**src/rtl/bus_rr_sched_ctrl.sv**
```systemverilog
// Round-robin scheduler for the shared packet bus: grants one pending device,
// pops its head packet and pushes it to the decoded destination(s).
module bus_rr_sched_ctrl #(
  parameter int unsigned drvrs     = 4,
  parameter int unsigned pckg_sz   = 16,
  parameter logic [7:0]  broadcast = 8'hFF
) (
  input  logic                       clk,
  input  logic                       reset,
  input  logic [drvrs-1:0]           pndng,
  input  logic [drvrs*pckg_sz-1:0]   D_pop,
  output logic [drvrs-1:0]           pop,
  output logic [pckg_sz-1:0]         D_push,
  output logic [drvrs-1:0]           push,
  output logic                       busy,
  output logic [7:0]                 grant_id,
  output logic [15:0]                pkt_cnt,
  output logic [15:0]                drop_cnt
);

  localparam logic [1:0] IDLE  = 2'd0;
  localparam logic [1:0] POP   = 2'd1;
  localparam logic [1:0] ROUTE = 2'd2;
  localparam logic [1:0] PUSH  = 2'd3;

  localparam int unsigned     IW   = $clog2(drvrs);
  localparam logic [7:0]      DRV8 = 8'(drvrs);
  localparam logic [8:0]      DRV9 = 9'(drvrs);
  localparam logic [drvrs-1:0] ONE = {{(drvrs-1){1'b0}}, 1'b1};

  logic [1:0]         state, state_nxt;
  logic [7:0]         rr_ptr;
  logic [pckg_sz-1:0] cap, head;
  logic [drvrs-1:0]   mask, route_mask, grant_oh;
  logic [7:0]         dest, sel;
  logic [8:0]         idx;
  logic               found;

  // First pending device at or above rr_ptr, wrapping modulo drvrs.
  always_comb begin
    sel   = '0;
    found = 1'b0;
    idx   = '0;
    for (int unsigned i = 0; i < drvrs; i++) begin
      idx = {1'b0, rr_ptr} + 9'(i);
      if (idx >= DRV9) idx = idx - DRV9;
      if (!found && pndng[idx[IW-1:0]]) begin
        found = 1'b1;
        sel   = idx[7:0];
      end
    end
  end

  always_comb begin
    head = '0;
    for (int unsigned i = 0; i < drvrs; i++)
      if (grant_id == 8'(i)) head = D_pop[i*pckg_sz +: pckg_sz];
  end

  assign grant_oh = ONE << grant_id;
  assign dest     = cap[pckg_sz-1 -: 8];

  always_comb begin
    if (dest == broadcast)  route_mask = ~grant_oh;
    else if (dest < DRV8)   route_mask = ONE << dest;
    else                    route_mask = '0;
  end

  always_comb begin
    state_nxt = state;
    case (state)
      IDLE:    if (found) state_nxt = POP;
      POP:     state_nxt = pndng[grant_id[IW-1:0]] ? ROUTE : IDLE;
      ROUTE:   state_nxt = PUSH;
      PUSH:    state_nxt = IDLE;
      default: state_nxt = IDLE;
    endcase
  end

  always_ff @(posedge clk) begin
    if (reset) begin
      state    <= IDLE;
      busy     <= 1'b0;
      pop      <= '0;
      push     <= '0;
      D_push   <= '0;
      grant_id <= '0;
      pkt_cnt  <= '0;
      drop_cnt <= '0;
      rr_ptr   <= '0;
      cap      <= '0;
      mask     <= '0;
    end else begin
      state <= state_nxt;
      busy  <= (state_nxt != IDLE);
      pop   <= '0;
      push  <= '0;
      case (state)
        IDLE: if (found) grant_id <= sel;
        POP: begin
          if (pndng[grant_id[IW-1:0]]) begin
            pop <= grant_oh;
            cap <= head;
          end
        end
        ROUTE: mask <= route_mask;
        PUSH: begin
          if (mask != '0) begin
            push    <= mask;
            D_push  <= cap;
            pkt_cnt <= pkt_cnt + 16'd1;
          end else if (drop_cnt != 16'hFFFF) begin
            drop_cnt <= drop_cnt + 16'd1;
          end
          rr_ptr <= (grant_id == DRV8 - 8'd1) ? '0 : grant_id + 8'd1;
        end
        default: ;
      endcase
    end
  end

endmodule

```
**config.mk**
```make
export PLATFORM = sky130hd
export DESIGN_NAME = bus_rr_sched_ctrl
export DESIGN_NICKNAME = d
export VERILOG_FILES = /design/src/rtl/bus_rr_sched_ctrl.sv
export SDC_FILE = /design/constraint.sdc
export NUM_CORES = 1
export LEC_CHECK = 0
export ABC_AREA = 1
export ABC_CLOCK_PERIOD_IN_PS = 2750
export BUFFER_PORTS_ARGS = -buffer_cell sky130_fd_sc_hd__buf_2
export CORE_MARGIN = 1
export CORE_UTILIZATION = 30
export DETAILED_ROUTE_END_ITERATION = 12
export PLACE_DENSITY = 0.59
export REMOVE_ABC_BUFFERS = 1
export SETUP_SLACK_MARGIN = 0.05
export SYNTH_ARGS = -nofsm -noshare
export SYNTH_HDL_FRONTEND = slang
export SYNTH_SLANG_ARGS = --single-unit
```
**constraint.sdc**
```tcl
create_clock -name clk -period 2.75 [get_ports clk]
set_clock_uncertainty 0.1 [all_clocks]
set_input_delay 0 -clock clk [delete_from_list [all_inputs] [get_ports clk]]
set_output_delay 0 -clock clk [all_outputs]
set_load 0.03 [all_outputs]
```
Word level (Yosys, flattened, before mapping)
Cells that the tools add are included.
{"block": "totals", "reg_bits": 95, "latch_bits": 0, "ram_bits": 0, "rom_bits": 0, "in_bits": 70, "output_inout_bits": 65, "wordCells": 94, "n_memories": 0}
{"block": "op_classes", "add_sub_neg": 10, "multipliers": 0, "div": 0, "order_cmp": 10, "eq_ne": 8, "shifts": 2, "muxes": 32, "n_bitwise": 5, "n_reduce_logical": 16}
{"operator": "two-way mux 8 bit", "count": 9}
{"operator": "two-way mux 16 bit", "count": 4}
{"operator": "adder 16 x 1 -> 16 bit (second input constant)", "count": 2}
{"operator": "subtractor 8 x 3 -> 8 bit (second input constant)", "count": 4}
{"operator": ">= comparator 9 x 3 -> 1 bit (second input constant)", "count": 3}
{"operator": "adder 8 x 2 -> 9 bit (second input constant)", "count": 2}
{"operator": "equality test 8 x 2 -> 1 bit (second input constant)", "count": 2}
{"operator": "!= test 16 bit (second input constant)", "count": 1}
{"operator": "left shift 1 x 8 -> 4 bit (first input constant)", "count": 2}
{"operator": "less-than comparator 2 x 3 -> 1 bit (second input constant)", "count": 5}
{"operator": "binary-select mux 1 bit (select 2 bit)", "count": 5}
{"operator": "adder 8 x 1 -> 9 bit (second input constant)", "count": 1}
{"operator": "two-way mux 1 bit", "count": 9}
{"operator": "adder 8 x 1 -> 8 bit (second input constant)", "count": 1}
{"operator": "equality test 8 x 1 -> 1 bit (second input constant)", "count": 1}
{"operator": "equality test 8 bit (second input constant)", "count": 1}
{"operator": ">= comparator 8 x 3 -> 1 bit (second input constant)", "count": 1}
{"operator": "logical NOT 8 bit", "count": 1}
{"operator": "less-than comparator 8 x 3 -> 1 bit (second input constant)", "count": 1}
{"operator": "two-way mux 4 bit", "count": 2}
{"operator": "case mux 2 bit (4 select lines)", "count": 1}
{"operator": "AND reduction 2 bit", "count": 3}
{"operator": "OR reduction 3 bit", "count": 2}
{"operator": "equality test 2 bit (second input constant)", "count": 2}
{"operator": "other kinds (10)", "count": 18}

Depth between registers and ports, before layout
{"block": "depth", "ltp_word": 17, "depth_mapped": 18}

Worst setup path after synthesis
Ideal clock, no wire load.
{"block": "synth_timing", "path_kind": "flip-flop to flip-flop", "startpoint": "register rr_ptr[1]", "endpoint": "register grant_id[6]", "arrival_time_ns": 1.985, "path_slack_ns": 0.550, "path_stages_with_launch": 19, "n_path_buf": 1, "period_less_slack_ns": 2.200, "cell_sequence": "dfxtp_1 -> buf_4 -> inv_1 -> ha_1 -> inv_1 -> nand2_1 -> nand2_1 -> inv_1 -> ha_1 -> nand2_1 -> nor2_1 -> nand3_1 -> nand2_1 -> inv_1 -> nand2_2 -> nand3_1 -> nand4_1 -> nor2_1 -> nor2_1"}
{"block": "synth_between", "elab_chain_len": 15}
{"element": "from (decl)", "line": "32", "source": "logic [7:0] rr_ptr;"}
{"element": "from (signal assigned)", "line": "115", "source": "rr_ptr <= (grant_id == DRV8 - 8'd1) ? '0 : grant_id + 8'd1;"}
{"element": "parallel branches: the longest is 15 deep, another holds adder 8 x 1 -> 9 bit"}
{"element": "to (signal assigned)", "line": "99", "source": "IDLE: if (found) grant_id <= sel;"}
{"element": "to (decl)", "line": "16", "source": "output logic [7:0] grant_id,"}
Parallel ways; which one is timed is not known. The select of a mux whose other input is x is not followed.
A chain may end at the register's enable or synchronous reset.

Worst setup path after layout
{"block": "layout_timing", "startpoint": "register grant_id[4]", "endpoint": "register cap[6]"}
{"block": "layout_between", "elab_chain_len": 5}
{"element": "logical NOT 8 bit", "line": "57", "source": "if (grant_id == 8'(i)) head = D_pop[i*pckg_sz +: pckg_sz];"}
{"element": "two-way mux 16 bit (3 in a row)", "line": "57"}
{"element": "two-way mux 16 bit *", "line": "57"}
{"element": "to (signal assigned)", "line": "91", "source": "cap <= '0;"}
{"element": "to (signal assigned)", "line": "103", "source": "cap <= head;"}
{"element": "to (decl)", "line": "33", "source": "logic [pckg_sz-1:0] cap, head;"}
Every way passes the cells marked *; elsewhere a longest branch is shown, timed or not.

==> results.txt <==
- Entering global routing, the biggest net connects 49 pins.
* Slew HR: 0.496
- For met1 alone, demand over resource in global routing was 0.235.
- Counting distinct cell types in the post-synthesis netlist gives 47.
* Post-DP HPWL: 13.4 mm
- Across all layers, the routed design uses 6355 vias.
- The critical path goes through inv_1, nand3_1, inv_1, nand3_1, buf_4, nand3_1, o211ai_1, a21oi_1, dlygate4sd3_1.
* Width of the chip: 143 um
* Power density over the cells: 631 nW/um^2
- By area the synthesized netlist is led by dfxtp_1 (32%), nand2_1 (11%), nand3_1 (7.8%), a21oi_1 (6.1%), nor2_1 (5.6%).
* Placed cell count: 1268
- The number of hold violations in the final report is 0.
- At the worst endpoint, the arrival time is 2680 ps.
* Top-area cell type share of the netlist area: 0.317
- Top-level I/O count: 135
- Setup total negative slack on the finished layout was measured at 0 ps.
- DRT Pass-1 Iters: 5
- IO buf count: 134
- From synthesis to final layout, the design area changed by 27.1%.
- STA classifies the critical path endpoint as a flip-flop.
- Sink count of the clock tree: 95
- Commonest cells after routing, fill and taps aside: nand2_1 (178), buf_2 (134), nand3_1 (94)
* Min-Delay Path Class: input port to flip-flop
- The first global-routing pass estimated 28.2 mm of wire.
- Max-cap violations in this run came to 0.
- At the end of the flow, the number of nets in the layout was 1139.
- Across every metal layer, demand over resource in global routing totals 0.172.
* Average wire length per cell after detail routing: 13.4 um
* Count of standard-cell rows: 51
- Met3 usage: 0.0277
* Largest area contributor in the netlist: dfxtp_1
- A synthesized cell averages 6.78 um^2.
- Worst skew pair latency: 350 ps
- Post-route core utilization: 0.391
- The number of antenna diodes in the final layout is 0.
- Final critical delay including setup and external delays: 2550 ps
- Area enclosed by the die boundary: 20600 um^2
* Busiest grt layer: met2
- On the worst path, the slowest cell contributes a delay of 570 ps.
* Final Wtd Congestion: 0.932
- RSZ-0062 raised after global routing: true
- The initial antenna violation count came to 0.
- The design draws 4820 uW.
* Crit path buffers/inverters: 4
* Remaining design rule violation count: 0
- Cells after Synth: 885
- The number of global-route vias before repair is 5646.
- After the flow finishes, the layout carries non-filler instances totaling 1318.
- Cell type group with the largest total delay on the critical path: buffers and inverters
- The core region is 19500 um^2.
- Derived from the worst setup path, the maximum achievable clock frequency is 392 MHz.
- The Yosys step of the flow raised 0 warnings.
* Share of synthesized area occupied by flip-flops and latches: 0.317
* Sort of element at the start of the critical path: flip-flop
- Data on the critical path is required at its endpoint by 2880 ps.
* Critical-path top delay cell: dlygate4sd3_1
- The tightest hold path in the finished design has a slack of 72.8 ps.
- Category of the most critical setup path: flip-flop to flip-flop
- The synthesized design contains 95 register bits.
- Clock tree synthesis inserted a total of 9 buffers.
- Leakage power figure: 0.00348 uW
- Once detail routing completed, the nets flagged for antenna violations numbered 0.
- The run finished with clean final reports.
- Setup violations remaining at the end of the flow were counted as 0.
- After global routing the overflow that remains totals 0.
* Clock-pin slew reported for the worst setup and hold paths after clock tree synthesis: 70 ps
* Number of buffers on the longest clock path: 2
- Along the worst path, the maximum fanout reaches 22.
- The number of slew-limit violations in the final report is 0.
* Routed vias/inst: 4.82
- Most frequent cell on the critical path: nand3_1
- Netlist area before placement: 6000 um^2
- Most common cell after layout, fill and taps aside: nand2_1
* Filler cells: 2157
* Slew at the pin closest to its max-slew limit: 756 ps
- Die boundary height: 143 um
- Max rail drop VDD: 368 uV
- Initial core utilization: 0.307
- Met2 GRT Util: 0.283
* Clock Root Buffer: clkbuf_16
- Of the available clock period, the critical path in the final layout requires 0.927.
* Share of final-layout standard cells stronger than drive strength 1: 0.226
* Detailed Route WL: 17.6 mm
- Drt first-iter violations: 340
- The clock tree synthesis step divided the H-tree into 3 levels.
- TritonCTS built the clock tree.
[kinds of logic (layout without fill, tap and decap cells)]
family | after synthesis | count (layout) | share of synthesized area
and+or+nand+nor | 445 | 445 | 0.349
AOI/OAI and AO/OA | 182 | 182 | 0.176
buffers and inverters | 124 | 292 | 0.0871
DFF | 95 | 95 | 0.317
adders and majority gates | 21 | 21 | 0.0438
xor gates and xnor gates | 18 | 18 | 0.0275
[power by group]
group | leakage, uW | switching, uW | internal, uW
sequential | 0.000770 | 142 | 1520
clock | 0.000156 | 591 | 728
combinational | 0.00255 | 1160 | 675
[routing by layer]
metal | vias up | wire [um]
li1 | 3292 | -
met1 | 2922 | 8580
met2 | 131 | 8200
met3 | 10 | 670
met4 | 0 | 182
met5 | - | 0
[sequential cells by signal, summed over array words and instances (netlist names)]
register and count:
cap 16, rr_ptr 8, busy 1, drop_cnt 16, mask 4, pop 4
pkt_cnt 16, push 4, grant_id 8, state 2, D_push 16
[cells in the mapped netlist, drive strengths merged]
library cell and n:
dfxtp 95, xnor2 5, nand2 190, xor2 13, ha 21, and2 2, and3 5, clkinv 3
clkbuf 16, nor4 1, inv 85, o21ai 73, nand3b 5, nor3b 5, a221oi 5, o211ai 16
nand4 20, o21a 5, nor3 17, a31oi 3, buf 20, a21oi 77, o21bai 3, nor2 101
nand3 99
[metrics by stage]
step / worst slack, ps / instance area [um^2]
2_1_floorplan: 387 / 5820
3_3_place_gp: 495 / 6970
3_5_place_dp: 402 / 6970
4_1_cts: 110 / 7600
5_1_grt: 23.7 / 7630
6_report: 202 / 7630
[worst min-delay path: stages]
cell	delay, ps
buf_2	110
buf_4	240
nor2_1	130
[what timing repair did]
action,in CTS,in global routing
hold buffers,32,0
buffers inserted,0,2
hold endpoints to repair,16,0
gates resized for setup,0,5
setup endpoints to repair,0,16
[final timing paths]
path               start     endpoint  slack (ps)  depth (start not counted)
max          grant_id[4]       cap[6]         200                          9
min                reset  drop_cnt[0]          70                          3
max reg2reg  grant_id[4]       cap[6]         200                          9
min reg2reg      mask[0]      push[0]         370                          2
[layout make-up]
cell class                      instances  area, um^2  share of cell area
Inverter                               88         347              0.0454
Timing Repair Buffer                  188        1160               0.152
Clock inverter                          7        86.3              0.0113
Multi-Input combinational cell        666        3580               0.469
Clock buffer                            9         225              0.0295
Sequential cell                        95        1900               0.250
Tap cell                              265         332              0.0435
Power figures use the tool's default switching activity.
